`config.mk`:
```
export PLATFORM = sky130hd
export DESIGN_NAME = multicycle_control
export DESIGN_NICKNAME = d
export VERILOG_FILES = /design/src/rtl/multicycle_control_pkg.sv /design/src/rtl/multicycle_control_mem_wait_timer.sv /design/src/rtl/multicycle_control.sv
export SDC_FILE = /design/constraint.sdc
export NUM_CORES = 1
export LEC_CHECK = 0
export ABC_AREA = 1
export CORE_UTILIZATION = 50
export DETAILED_ROUTE_END_ITERATION = 12
export PLACE_DENSITY = 0.93
export SYNTH_ARGS = -nofsm -noshare
export SYNTH_HDL_FRONTEND = slang
export SYNTH_HIERARCHICAL = 1
export SYNTH_SLANG_ARGS = --single-unit
```
`constraint.sdc`:
```
create_clock -name clock -period 6.4 [get_ports clock]
set_clock_uncertainty 0.2 [all_clocks]
set_input_delay 0.96 -clock clock [delete_from_list [all_inputs] [get_ports clock]]
set_output_delay 0.96 -clock clock [all_outputs]
set_load 0.01 [all_outputs]
```
`src/rtl/multicycle_control_pkg.sv`:
```
// Shared definitions for the multicycle MIPS main control.
// Holds the opcode constants decoded by the FSM and the 4-bit state
// encodings, which are also visible on the debug 'state' port.
package multicycle_control_pkg;

    localparam logic [5:0] OP_RTYPE = 6'h00;
    localparam logic [5:0] OP_J     = 6'h02;
    localparam logic [5:0] OP_BEQ   = 6'h04;
    localparam logic [5:0] OP_BNE   = 6'h05;
    localparam logic [5:0] OP_ADDI  = 6'h08;
    localparam logic [5:0] OP_LW    = 6'h23;
    localparam logic [5:0] OP_SW    = 6'h2B;

    typedef enum logic [3:0] {
        FETCH     = 4'd0,
        DECODE    = 4'd1,
        MEM_ADDR  = 4'd2,
        MEM_READ  = 4'd3,
        MEM_WB    = 4'd4,
        MEM_WRITE = 4'd5,
        EXEC_R    = 4'd6,
        R_WB      = 4'd7,
        BRANCH    = 4'd8,
        ADDI_EX   = 4'd9,
        ADDI_WB   = 4'd10,
        JUMP      = 4'd11,
        HALT      = 4'd15
    } mcState_t;

    // States that wait on the memory handshake and are covered by the timeout.
    function automatic logic isMemState(mcState_t s);
        return (s == FETCH) || (s == MEM_READ) || (s == MEM_WRITE);
    endfunction

endpackage

```
`src/rtl/multicycle_control_mem_wait_timer.sv`:
```
// Memory wait timer.
// Counts consecutive cycles with 'waitEn' high. 'expired' is raised in the
// cycle the count reaches TIMEOUT, i.e. the TIMEOUT-th waiting cycle.
// Ports:
//   clock, reset - clock and asynchronous active-high reset
//   clear        - restart the count (owner changes state)
//   waitEn       - this cycle is spent waiting on memory
//   expired      - this waiting cycle is the TIMEOUT-th one
// TIMEOUT must be >= 1 and 2**CNT_WIDTH must exceed TIMEOUT.
module mem_wait_timer #(
    parameter int TIMEOUT   = 16,
    parameter int CNT_WIDTH = 5
) (
    input  logic clock,
    input  logic reset,
    input  logic clear,
    input  logic waitEn,
    output logic expired
);
    localparam logic [CNT_WIDTH-1:0] LAST_WAIT = CNT_WIDTH'(TIMEOUT - 1);

    logic [CNT_WIDTH-1:0] count;

    // An expiry always forces a state change, which clears the count, so it
    // never runs past LAST_WAIT.
    always_ff @(posedge clock or posedge reset) begin
        if (reset) begin
            count <= '0;
        end else if (clear) begin
            count <= '0;
        end else if (waitEn) begin
            count <= count + CNT_WIDTH'(1);
        end
    end

    assign expired = waitEn && (count == LAST_WAIT);

endmodule

```
`src/rtl/multicycle_control.sv`:
```
// Multicycle main control FSM for the MIPS datapath.
// Sequences fetch/decode/execute/memory/writeback, waits on a variable
// latency memory via mem_ready with a timeout into a sticky HALT, flags
// unknown opcodes and supports J.
// Ports:
//   clock, reset         - clock, asynchronous active-high reset
//   Op, Zero, mem_ready  - opcode, ALU zero flag, memory completion
//   PCEn .. PCSource     - datapath controls (PCEn uses Zero)
//   BranchNe             - inverts the branch condition for BNE
//   illegal_op           - DECODE saw an unknown opcode (this cycle only)
//   fault                - in HALT after a memory timeout
//   state                - current state encoding
//
// state     | meaning
// FETCH     | read instruction at PC, PC += 4 when memory is ready
// DECODE    | compute branch target, dispatch on Op
// MEM_ADDR  | compute load/store address
// MEM_READ  | load data from memory
// MEM_WB    | write loaded data to rt
// MEM_WRITE | store rt to memory
// EXEC_R    | R-type ALU operation
// R_WB      | write ALU result to rd
// BRANCH    | compare, conditionally load branch target
// ADDI_EX   | rs + immediate
// ADDI_WB   | write ALU result to rt
// JUMP      | load jump target
// HALT      | memory timeout, sticky until reset
module multicycle_control
    import multicycle_control_pkg::*;
#(
    parameter int OP_WIDTH  = 6,
    parameter int TIMEOUT   = 16,
    parameter int CNT_WIDTH = 5
) (
    input  logic                clock,
    input  logic                reset,
    input  logic [OP_WIDTH-1:0] Op,
    input  logic                Zero,
    input  logic                mem_ready,
    output logic                PCEn,
    output logic                IorD,
    output logic                MemRead,
    output logic                MemWrite,
    output logic                IRWrite,
    output logic                MemToReg,
    output logic                RegDst,
    output logic                RegWrite,
    output logic                ALUSrcA,
    output logic [1:0]          ALUSrcB,
    output logic [1:0]          ALUOp,
    output logic [1:0]          PCSource,
    output logic                BranchNe,
    output logic                illegal_op,
    output logic                fault,
    output logic [3:0]          state
);
    mcState_t stateReg, stateNext;
    logic     isBneReg, isBneNext;
    logic     PCWrite, PCWriteCond;
    logic     timerClear, timerWait, timerExpired;

    function automatic logic opIs(logic [OP_WIDTH-1:0] op, logic [5:0] code);
        return op == OP_WIDTH'(code);
    endfunction

    // Op is only meaningful in DECODE, so BEQ/BNE is remembered for BRANCH.
    always_ff @(posedge clock or posedge reset) begin
        if (reset) begin
            stateReg <= FETCH;
            isBneReg <= 1'b0;
        end else begin
            stateReg <= stateNext;
            isBneReg <= isBneNext;
        end
    end

    assign timerWait  = isMemState(stateReg) && !mem_ready;
    assign timerClear = (stateNext != stateReg);

    mem_wait_timer #(
        .TIMEOUT   (TIMEOUT),
        .CNT_WIDTH (CNT_WIDTH)
    ) uWaitTimer (
        .clock   (clock),
        .reset   (reset),
        .clear   (timerClear),
        .waitEn  (timerWait),
        .expired (timerExpired)
    );

    always_comb begin
        stateNext   = stateReg;
        isBneNext   = isBneReg;
        IorD        = 1'b0;
        MemRead     = 1'b0;
        MemWrite    = 1'b0;
        IRWrite     = 1'b0;
        MemToReg    = 1'b0;
        RegDst      = 1'b0;
        RegWrite    = 1'b0;
        ALUSrcA     = 1'b0;
        ALUSrcB     = 2'b00;
        ALUOp       = 2'b00;
        PCSource    = 2'b00;
        BranchNe    = 1'b0;
        PCWrite     = 1'b0;
        PCWriteCond = 1'b0;
        illegal_op  = 1'b0;
        fault       = 1'b0;

        case (stateReg)
            FETCH: begin
                MemRead = 1'b1;
                ALUSrcB = 2'b01;
                IRWrite = mem_ready;
                PCWrite = mem_ready;
                if (mem_ready)         stateNext = DECODE;
                else if (timerExpired) stateNext = HALT;
            end
            DECODE: begin
                ALUSrcB   = 2'b11;
                isBneNext = opIs(Op, OP_BNE);
                if (opIs(Op, OP_RTYPE))                         stateNext = EXEC_R;
                else if (opIs(Op, OP_LW) || opIs(Op, OP_SW))    stateNext = MEM_ADDR;
                else if (opIs(Op, OP_BEQ) || opIs(Op, OP_BNE))  stateNext = BRANCH;
                else if (opIs(Op, OP_ADDI))                     stateNext = ADDI_EX;
                else if (opIs(Op, OP_J))                        stateNext = JUMP;
                else begin
                    illegal_op = 1'b1;
                    stateNext  = FETCH;
                end
            end
            MEM_ADDR: begin
                ALUSrcA = 1'b1;
                ALUSrcB = 2'b10;
                // A non-memory opcode here never issues an access.
                if (opIs(Op, OP_LW))      stateNext = MEM_READ;
                else if (opIs(Op, OP_SW)) stateNext = MEM_WRITE;
                else                      stateNext = FETCH;
            end
            MEM_READ: begin
                MemRead = 1'b1;
                IorD    = 1'b1;
                if (mem_ready)         stateNext = MEM_WB;
                else if (timerExpired) stateNext = HALT;
            end
            MEM_WB: begin
                RegWrite  = 1'b1;
                MemToReg  = 1'b1;
                stateNext = FETCH;
            end
            MEM_WRITE: begin
                MemWrite = 1'b1;
                IorD     = 1'b1;
                if (mem_ready)         stateNext = FETCH;
                else if (timerExpired) stateNext = HALT;
            end
            EXEC_R: begin
                ALUSrcA   = 1'b1;
                ALUOp     = 2'b10;
                stateNext = R_WB;
            end
            R_WB: begin
                RegWrite  = 1'b1;
                RegDst    = 1'b1;
                stateNext = FETCH;
            end
            BRANCH: begin
                ALUSrcA     = 1'b1;
                ALUOp       = 2'b01;
                PCWriteCond = 1'b1;
                PCSource    = 2'b01;
                BranchNe    = isBneReg;
                stateNext   = FETCH;
            end
            ADDI_EX: begin
                ALUSrcA   = 1'b1;
                ALUSrcB   = 2'b10;
                stateNext = ADDI_WB;
            end
            ADDI_WB: begin
                RegWrite  = 1'b1;
                stateNext = FETCH;
            end
            JUMP: begin
                PCWrite   = 1'b1;
                PCSource  = 2'b10;
                stateNext = FETCH;
            end
            HALT: begin
                fault = 1'b1;
            end
            default: begin
                stateNext = FETCH;
            end
        endcase
    end

    assign PCEn  = PCWrite | (PCWriteCond & (Zero ^ BranchNe));
    assign state = stateReg;

endmodule

```
==> results of run 1 <==
==> cell families after synthesis <==
| family | after synthesis | synth area share |
|---|---|---|
| AOI/OAI and AO/OA | 19 | 0.107 |
| xor gates and xnor gates | 2 | 0.0163 |
| adders and majority gates | 2 | 0.0233 |
| buffers and inverters | 36 | 0.146 |
| DFF | 10 | 0.233 |
| and+or+nand+nor | 111 | 0.475 |
==> layout make-up <==
| cell class | count | area, um^2 |
|---|---|---|
| clock buffers | 3 | 22.5 |
| fillers | 175 | 563 |
| inverters | 34 | 134 |
| multi-input cells | 134 | 668 |
| flip-flops and latches | 10 | 250 |
| well taps | 27 | 33.8 |
| repair buffers | 31 | 310 |
==> worst max path at each step <==
stage / start / endpoint / slack [ns] / cells after the start
2_1_floorplan: Op[1] / illegal_op / 3.68 / 5
3_3_place_gp: mem_ready / uWaitTimer/count[3]$_DFFE_PP0P_ / 2.71 / 17
3_5_place_dp: Op[5] / illegal_op / 2.66 / 6
4_1_cts: Op[5] / illegal_op / 2.65 / 6
5_1_grt: Op[3] / illegal_op / 2.53 / 6
6_report: Op[5] / illegal_op / 2.65 / 6
==> cell usage in the layout (no fill, tap or decap), types with 2 or more instances in the layout <==
cell type	n
nand3_2	3
clkdlybuf4s50_1	31
nand2_1	43
nand4_1	4
inv_2	2
inv_1	29
nor3_1	2
o21ai_1	2
nand3_1	16
ha_1	2
dfrtp_1	10
nand2_2	4
nor2_2	5
a21oi_2	2
inv_4	2
nor2_1	30
a21oi_1	4
o21ai_0	5
clkbuf_4	3
==> layer usage <==
layer  GRT usage  part of all wire  vias up
met5           0                 0        -
met4      0.0637            0.0084        0
met3      0.0503             0.072        4
met2       0.477              0.52       61
met1       0.292              0.40      611
li1            -                 -      634
==> worst max-delay path: cells and delay by family <==
family                 cells  cell delay [ns]
AND/OR/NAND/NOR            4             0.72
buffers and inverters      2             0.91
==> where the power goes <==
part,leakage [nW],switching [mW],internal (mW)
registers,0.137,0.0181,0.0751
logic,0.607,0.155,0.111
clock network,0.0138,0.0200,0.0217
total,0.758,0.193,0.208
==> through the flow <==
stage / utilization / instances / setup WS (ns) / cell area, um^2 / power [mW]
4_1_cts: 0.716 / 239 / 2.65 / 1420 / 0.398
3_3_place_gp: 0.705 / 236 / 2.71 / 1400 / 0.342
6_report: 0.716 / 239 / 2.65 / 1420 / 0.401
5_1_grt: 0.716 / 239 / 2.53 / 1420 / 0.426
3_5_place_dp: 0.705 / 236 / 2.66 / 1400 / 0.355
2_1_floorplan: - / 180 / 3.68 / 1070 / 0.263
==> flip-flops by register name, indices dropped and copies added, names as in the netlist <==
name              cells
isBneReg              1
uWaitTimer/count      5
state                 4
==> results.txt, run 1 <==
DP HPWL: 2470 um
Core Box Area: 1980 um^2
Top cell type's share of synthesized area: 0.233
Sequential share of the synthesized area: 0.233
Achievable frequency: 0.267 GHz
# IOs: 32
Top_reg_cell synth: dfrtp_1
Synthesized flop and latch total: 10
Fin crit share: 0.585
Post-route setup TNS: 0 ns
Mean Syn Cell Area: 5.97 um^2
Required @ worst endpoint: 5.24 ns
Die Span X: 48.4 um
Share of cells above drive strength 1: 0.118
Diode count: 0
Die Span Y: 48.4 um
Top post-synthesis cells by area: dfrtp_1 (23%), nand2_1 (15%), nor2_1 (10%)
Startpoint types: primary input
Mapped Area: 1070 um^2
Number of global-route vias before repair: 1148
Reg clk slew, reported paths: 0.06 ns
Clock Sinks: 10
Largest net degree at the start of global routing: 10
Reg2Reg Setup Slack: 2.93 ns
Worst hold margin: 0.372 ns
Global-route usage over all layers: 0.254
Die ar.: 2340 um^2
FP Rows: 16
Hold Crit Endpoint: uWaitTimer/count[4]$_DFFE_PP0P_
Drt pass-1 iters: 4
Root Buffer: clkbuf_4
Synth warn: 6
Asr flop ratio synth: 1.00
Max FO, Critical Path: 5
Initial Util: 0.542
Worst-skew pair later-pin latency: 0.26 ns
Mean number of vias per cell: 5.48
Worst Setup End Kind: output pin
Initial antenna violation count: 0
CTS tree: built
Worst hold start: uWaitTimer/count[4]$_DFFE_PP0P_
RR Endpoint: uWaitTimer/count[3]$_DFFE_PP0P_
Area leader, netlist: dfrtp_1
CTS H-tree depth: 1
Most used cell along the critical path: clkdlybuf4s50_1
Inserted Clock Buffers: 3
Largest stage delay, worst path: 0.47 ns
Final antenna-violating net count: 0
WHS Path Cells: 2
GP Congestion: 0.976
Most common cell in the netlist: nand2_1
Leakage: 0.758 nW
# setup viols final: 0
Worst-Margin Slew: 0.832 ns
Iteration-0 DRC Markers: 33
DRC violations left: 0
R2R depth: 18
Post-synth EDFFs: 0
Status: complete, no violations
Pwr Density: 283 nW/um^2
Via count: 1310
Max-cap violations: 0
Nets@finish: 226
Total length of routed wires: 2960 um
RSZ-0062 raised after global routing: no
Synthesis-to-layout area growth: 32.0%
Max-Slew Margin vs Limit: 0.443
Crit Path Class: primary input to output pin
Peak VDD IR: 0.192 mV
Max Slew Vio Count: 0
Post-CTS Resized: 0
Drt wl/cell: 12.4 um
Slowest library cell on the worst path: clkdlybuf4s50_1
Post-synth top cells: nand2_1 (43), nor2_1 (30), inv_1 (29)
Total gr overflow: 0
Post-CTS setup repair buffer count: 0
Port Buffers: 31
First-pass GRT wire length: 4660 um
CP arrival: 2.59 ns
FF-to-FF Start: state[3]$_DFF_PP0_
Final count of hold timing violations: 0
Synth unique cells: 31
Max Root-Sink Buffers: 2
Synth Instances: 180
Critical path, cell by cell: clkdlybuf4s50_1, nor2_1, nand3_1, nand2_2, nor3_1, clkdlybuf4s50_1
Worst hold path type: flip-flop to flip-flop
Post-CTS Hold Fix Bufs: 0
Syn Nets: 192
Tmin final: 3.75 ns
No activity file was read; power rests on OpenSTA's default activity.
==> run 2: changes to the inputs <==
- CORE_UTILIZATION: 50 -> 47
- PLACE_DENSITY: 0.93 -> 0.89
- clock period: 6.4 -> 3.8 ns (I/O delays scaled with it)
==> results.txt, run 2 (same netlist as run 1, synthesis figures left out) <==
Status: complete, no violations
Area of the multi-input gates: 668 um^2
Worst-skew pair later-pin latency: 0.27 ns
DRC violations left: 0
Final count of hold timing violations: 0
Number of global-route vias before repair: 1082
Share of cells above drive strength 1: 0.126
Worst-Margin Slew: 0.342 ns
RSZ-0062 raised after global routing: no
Die Span X: 49.8 um
# IOs: 32
Post-CTS setup repair buffer count: 0
FF+latch area: 250 um^2
Peak VDD IR: 0.326 mV
Power share of the combinational group: 0.638
Max FFs per register: 5
Max-Slew Margin vs Limit: 0.772
Core Box Area: 2060 um^2
Post-CTS Resized: 0
Max-cap violations: 0
Global-route usage over all layers: 0.258
Switching power: 329 uW
Via count: 1271
Worst hold margin: 0.329 ns
Total length of routed wires: 2950 um
# setup viols final: 0
CP arrival: 2.96 ns
Sw frac: 0.466
Largest reg by FF count: uWaitTimer/count
First-pass GRT wire length: 4840 um
Drt pass-1 iters: 4
Die ar.: 2480 um^2
Achievable frequency: 0.334 GHz
Commonest non-fill, non-tap cell in the layout: nand2_1
Diode count: 0
Drt wl/cell: 12.3 um
Max Root-Sink Buffers: 2
Total gr overflow: 0
Max Slew Vio Count: 0
Nets@finish: 227
DP HPWL: 2470 um
Initial antenna violation count: 0
Largest net degree at the start of global routing: 10
FF-to-FF Start: state[1]$_DFF_PP0_
DP Cell Count: 237
CTS tree: built
Internal power: 377 uW
Pwr Density: 490 nW/um^2
Post-route setup TNS: 0 ns
Most frequent cells in the layout: nand2_1 (43), clkdlybuf4s50_1 (31), nor2_1 (30), inv_1 (29), nand3_1 (16)
Crit path from: state[1]$_DFF_PP0_
Crit Path Class: flip-flop to flip-flop
Fin crit share: 0.788
Clock share of power: 0.137
Required @ worst endpoint: 3.77 ns
Die Span Y: 49.8 um
Mean number of vias per cell: 5.27
Reg clk slew, reported paths: 0.07 ns
Synthesis-to-layout area growth: 34.0%
Inserted Clock Buffers: 3
Tmin final: 2.99 ns
Worst hold path type: primary input to async pin
Iteration-0 DRC Markers: 61
Initial Util: 0.521
Root Buffer: clkbuf_4
FP Rows: 16
Clock Sinks: 10
Final antenna-violating net count: 0
CTS H-tree depth: 1
Leakage: 0.770 nW
Worst Setup End Kind: flip-flop
GP Congestion: 0.924
Layout filler cell count: 190
Max FO, Critical Path: 9
Post-CTS Hold Fix Bufs: 0
Port Buffers: 31
Final cell count without fillers: 241
Startpoint types: flip-flop
Flop pwr share: 0.225
==> run 2: cell count changes in the layout (fill, tap and decap cells not counted), sizes merged <==
| cell | delta |
|---|---|
| buf | +1 |
| clkbuf | +1 |
==> run 2: per-layer routing <==
metal / part of all wire / GRT usage
met4: 0.0091 / 0.0571
met5: 0 / 0
met3: 0.066 / 0.0463
met1: 0.42 / 0.336
met2: 0.50 / 0.437
==> run 2: path summary, 6_finish.rpt <==
path,slack (ns),cells past startpoint,end
hold reg to reg,0.39,2,uWaitTimer/count[4]$_DFFE_PP0P_
min in group clock,0.39,2,uWaitTimer/count[4]$_DFFE_PP0P_
hold / removal,0.33,2,state[0]$_DFF_PP0_
setup reg to reg,0.81,19,uWaitTimer/count[3]$_DFFE_PP0P_
max in group asynchronous,2.89,2,uWaitTimer/count[0]$_DFFE_PP0P_
setup / recovery,0.81,19,uWaitTimer/count[3]$_DFFE_PP0P_
==> run 2: area by class of cell <==
class / count / share of cell area
Clock buffer: 4 / 0.0252
Inverter: 34 / 0.0930
Multi-Input combinational cell: 134 / 0.464
Sequential cell: 10 / 0.174
Tap cell: 27 / 0.0235
Timing Repair Buffer: 32 / 0.221
==> run 2: metrics by stage <==
| step | cell area, um^2 | utilization | power (mW) | setup slack (ns) |
|---|---|---|---|---|
| after floorplan | 1070 | - | 0.443 | 1.21 |
| after global placement | 1400 | 0.681 | 0.588 | 0.874 |
| after detailed placement | 1400 | 0.681 | 0.605 | 0.833 |
| after CTS | 1440 | 0.698 | 0.706 | 0.822 |
| after global routing | 1440 | 0.698 | 0.765 | 0.583 |
| final | 1440 | 0.698 | 0.706 | 0.807 |
==> run 2: power groups by stage <==
stage	Clock (mW)	Sequential, mW	Combinational (mW)
5_1_grt	0.110	0.161	0.494
3_5_place_dp	0	0.159	0.446
4_1_cts	0.101	0.158	0.448
3_3_place_gp	0	0.158	0.430
6_report	0.0969	0.159	0.451
2_1_floorplan	0	0.151	0.291
==> run 2: critical path: stages, from the launching register on <==
cell     delay [ns]
dfrtp_1        0.50
nor2_1         0.29
nand2_1        0.18
a31oi_1        0.22
buf_4          0.19
nand2_1        0.08
inv_1          0.08
inv_1          0.07
nand2_1        0.08
nand3_1        0.07
nand3_1        0.09
nor2_1         0.07
nand3_2        0.08
nand2_1        0.05
nand2_1        0.07
nand3_1        0.17
inv_4          0.13
nand2_4        0.06
a21oi_2        0.14
nor2_2         0.05
==> run 3: changes to the inputs <==
- CORE_UTILIZATION: 47 -> 42
- PLACE_DENSITY: 0.89 -> 0.84
- clock period: 3.8 -> 2.75 ns (I/O delays scaled with it)
==> results.txt, run 3 (same netlist as run 1, synthesis figures left out) <==
Startpoint types: flip-flop
Diode count: 0
Post-CTS Hold Fix Bufs: 0
Reg clk slew, reported paths: 0.06 ns
Worst Setup End Kind: output pin
Worst hold path type: primary input to async pin
Largest net degree at the start of global routing: 9
Total gr overflow: 0
DRC violations left: 0
Drt pass-1 iters: 4
Commonest non-fill, non-tap cell in the layout: nand2_1
Inserted Clock Buffers: 3
Share of cells above drive strength 1: 0.175
FF-to-FF Start: uWaitTimer/count[0]$_DFFE_PP0P_
Max FFs per register: 5
Power Total: 995 uW
Max-cap violations: 0
Crit path from: state[1]$_DFF_PP0_
Achievable frequency: 0.386 GHz
Max-Slew Margin vs Limit: 0.818
Total length of routed wires: 2710 um
Pwr Density: 656 nW/um^2
Max Root-Sink Buffers: 2
Final count of hold timing violations: 0
Mean number of vias per cell: 5.04
Crit Path Class: flip-flop to output pin
Clock share of power: 0.099
Max FO, Critical Path: 7
Initial antenna violation count: 0
Final antenna-violating net count: 0
Clock Sinks: 10
Fin crit share: 0.943
Worst-Margin Slew: 0.270 ns
Die ar.: 2770 um^2
CP arrival: 1.98 ns
Post-route setup TNS: 0 ns
Drt wl/cell: 10.8 um
Die Span Y: 52.6 um
Flop pwr share: 0.208
Max Slew Vio Count: 0
Required @ worst endpoint: 2.14 ns
Worst-skew pair later-pin latency: 0.27 ns
GP Congestion: 0.919
Global-route usage over all layers: 0.213
Number of global-route vias before repair: 1046
Post-CTS setup repair buffer count: 0
Peak VDD IR: 0.418 mV
Largest reg by FF count: uWaitTimer/count
Via count: 1265
Power share of the combinational group: 0.693
Core Box Area: 2320 um^2
CTS tree: built
Most frequent cells in the layout: nand2_1 (43), clkdlybuf4s50_1 (30), inv_1 (29), nor2_1 (29), nand3_1 (16)
Leakage: 0.823 nW
# setup viols final: 0
Switching power: 444 uW
Die Span X: 52.6 um
Iteration-0 DRC Markers: 51
Tmin final: 2.59 ns
CTS H-tree depth: 1
DP HPWL: 2310 um
Status: complete, no violations
Root Buffer: clkbuf_4
Synthesis-to-layout area growth: 41.0%
Nets@finish: 237
# IOs: 32
First-pass GRT wire length: 4440 um
Port Buffers: 31
Internal power: 551 uW
RSZ-0062 raised after global routing: no
FP Rows: 17
Sw frac: 0.446
Initial Util: 0.464
run 3: worst max-delay path, stage by stage, from the launching register on:
cell	delay [ns]
dfrtp_2	0.46
buf_4	0.16
inv_1	0.12
nor2_1	0.07
nand2_1	0.09
nand2_1	0.07
or2_2	0.27
clkdlybuf4s50_1	0.47
run 3: area by class of cell:
cell class / count / area [um^2]
well taps: 28 / 35.0
clock buffers: 3 / 22.5
multi-input cells: 134 / 677
repair buffers: 42 / 395
inverters: 34 / 134
fillers: 233 / 803
flip-flops and latches: 10 / 251
run 3: routing by layer:
layer  track usage  routed length, um  part of all wire
met1         0.297               1270              0.47
met5             0                  0                 0
met4        0.0395                 14            0.0052
met3        0.0261                188             0.069
met2         0.350               1240              0.46
run 3: stage by stage:
step	hold slack (ns)	utilization	cells	instance area, um^2	worst slack, ns
floorplan	-0.00898	-	180	1070	0.160
global placement	0.348	0.638	248	1480	0.110
detailed placement	0.356	0.638	248	1480	0.106
CTS	0.175	0.648	251	1500	0.103
global route	0.199	0.654	251	1520	0.00575
finish	0.174	0.654	251	1520	0.157
run 3: final timing paths:
| check | to | slack (ns) | cells after the start |
|---|---|---|---|
| setup / recovery | ALUSrcB[1] | 0.16 | 7 |
| hold / removal | uWaitTimer/count[4]$_DFFE_PP0P_ | 0.17 | 2 |
| setup reg to reg | uWaitTimer/count[3]$_DFFE_PP0P_ | 0.24 | 18 |
| hold reg to reg | uWaitTimer/count[4]$_DFFE_PP0P_ | 0.37 | 2 |
| max in group asynchronous | state[1]$_DFF_PP0_ | 1.98 | 2 |
| min in group clock | uWaitTimer/count[4]$_DFFE_PP0P_ | 0.37 | 2 |
run 3: timing repair:
action | in CTS | in global routing
resized for setup | 0 | 4
endpoints found under the hold margin | 0 | 0
endpoints found under the setup margin | 0 | 3
run 3: power groups by stage:
stage               combinational, mW  clock (mW)  sequential (mW)
global route                    0.752       0.108            0.211
CTS                             0.685       0.102            0.207
finish                          0.689      0.0987            0.207
global placement                0.676           0            0.207
floorplan                       0.403           0            0.209
detailed placement              0.683           0            0.209
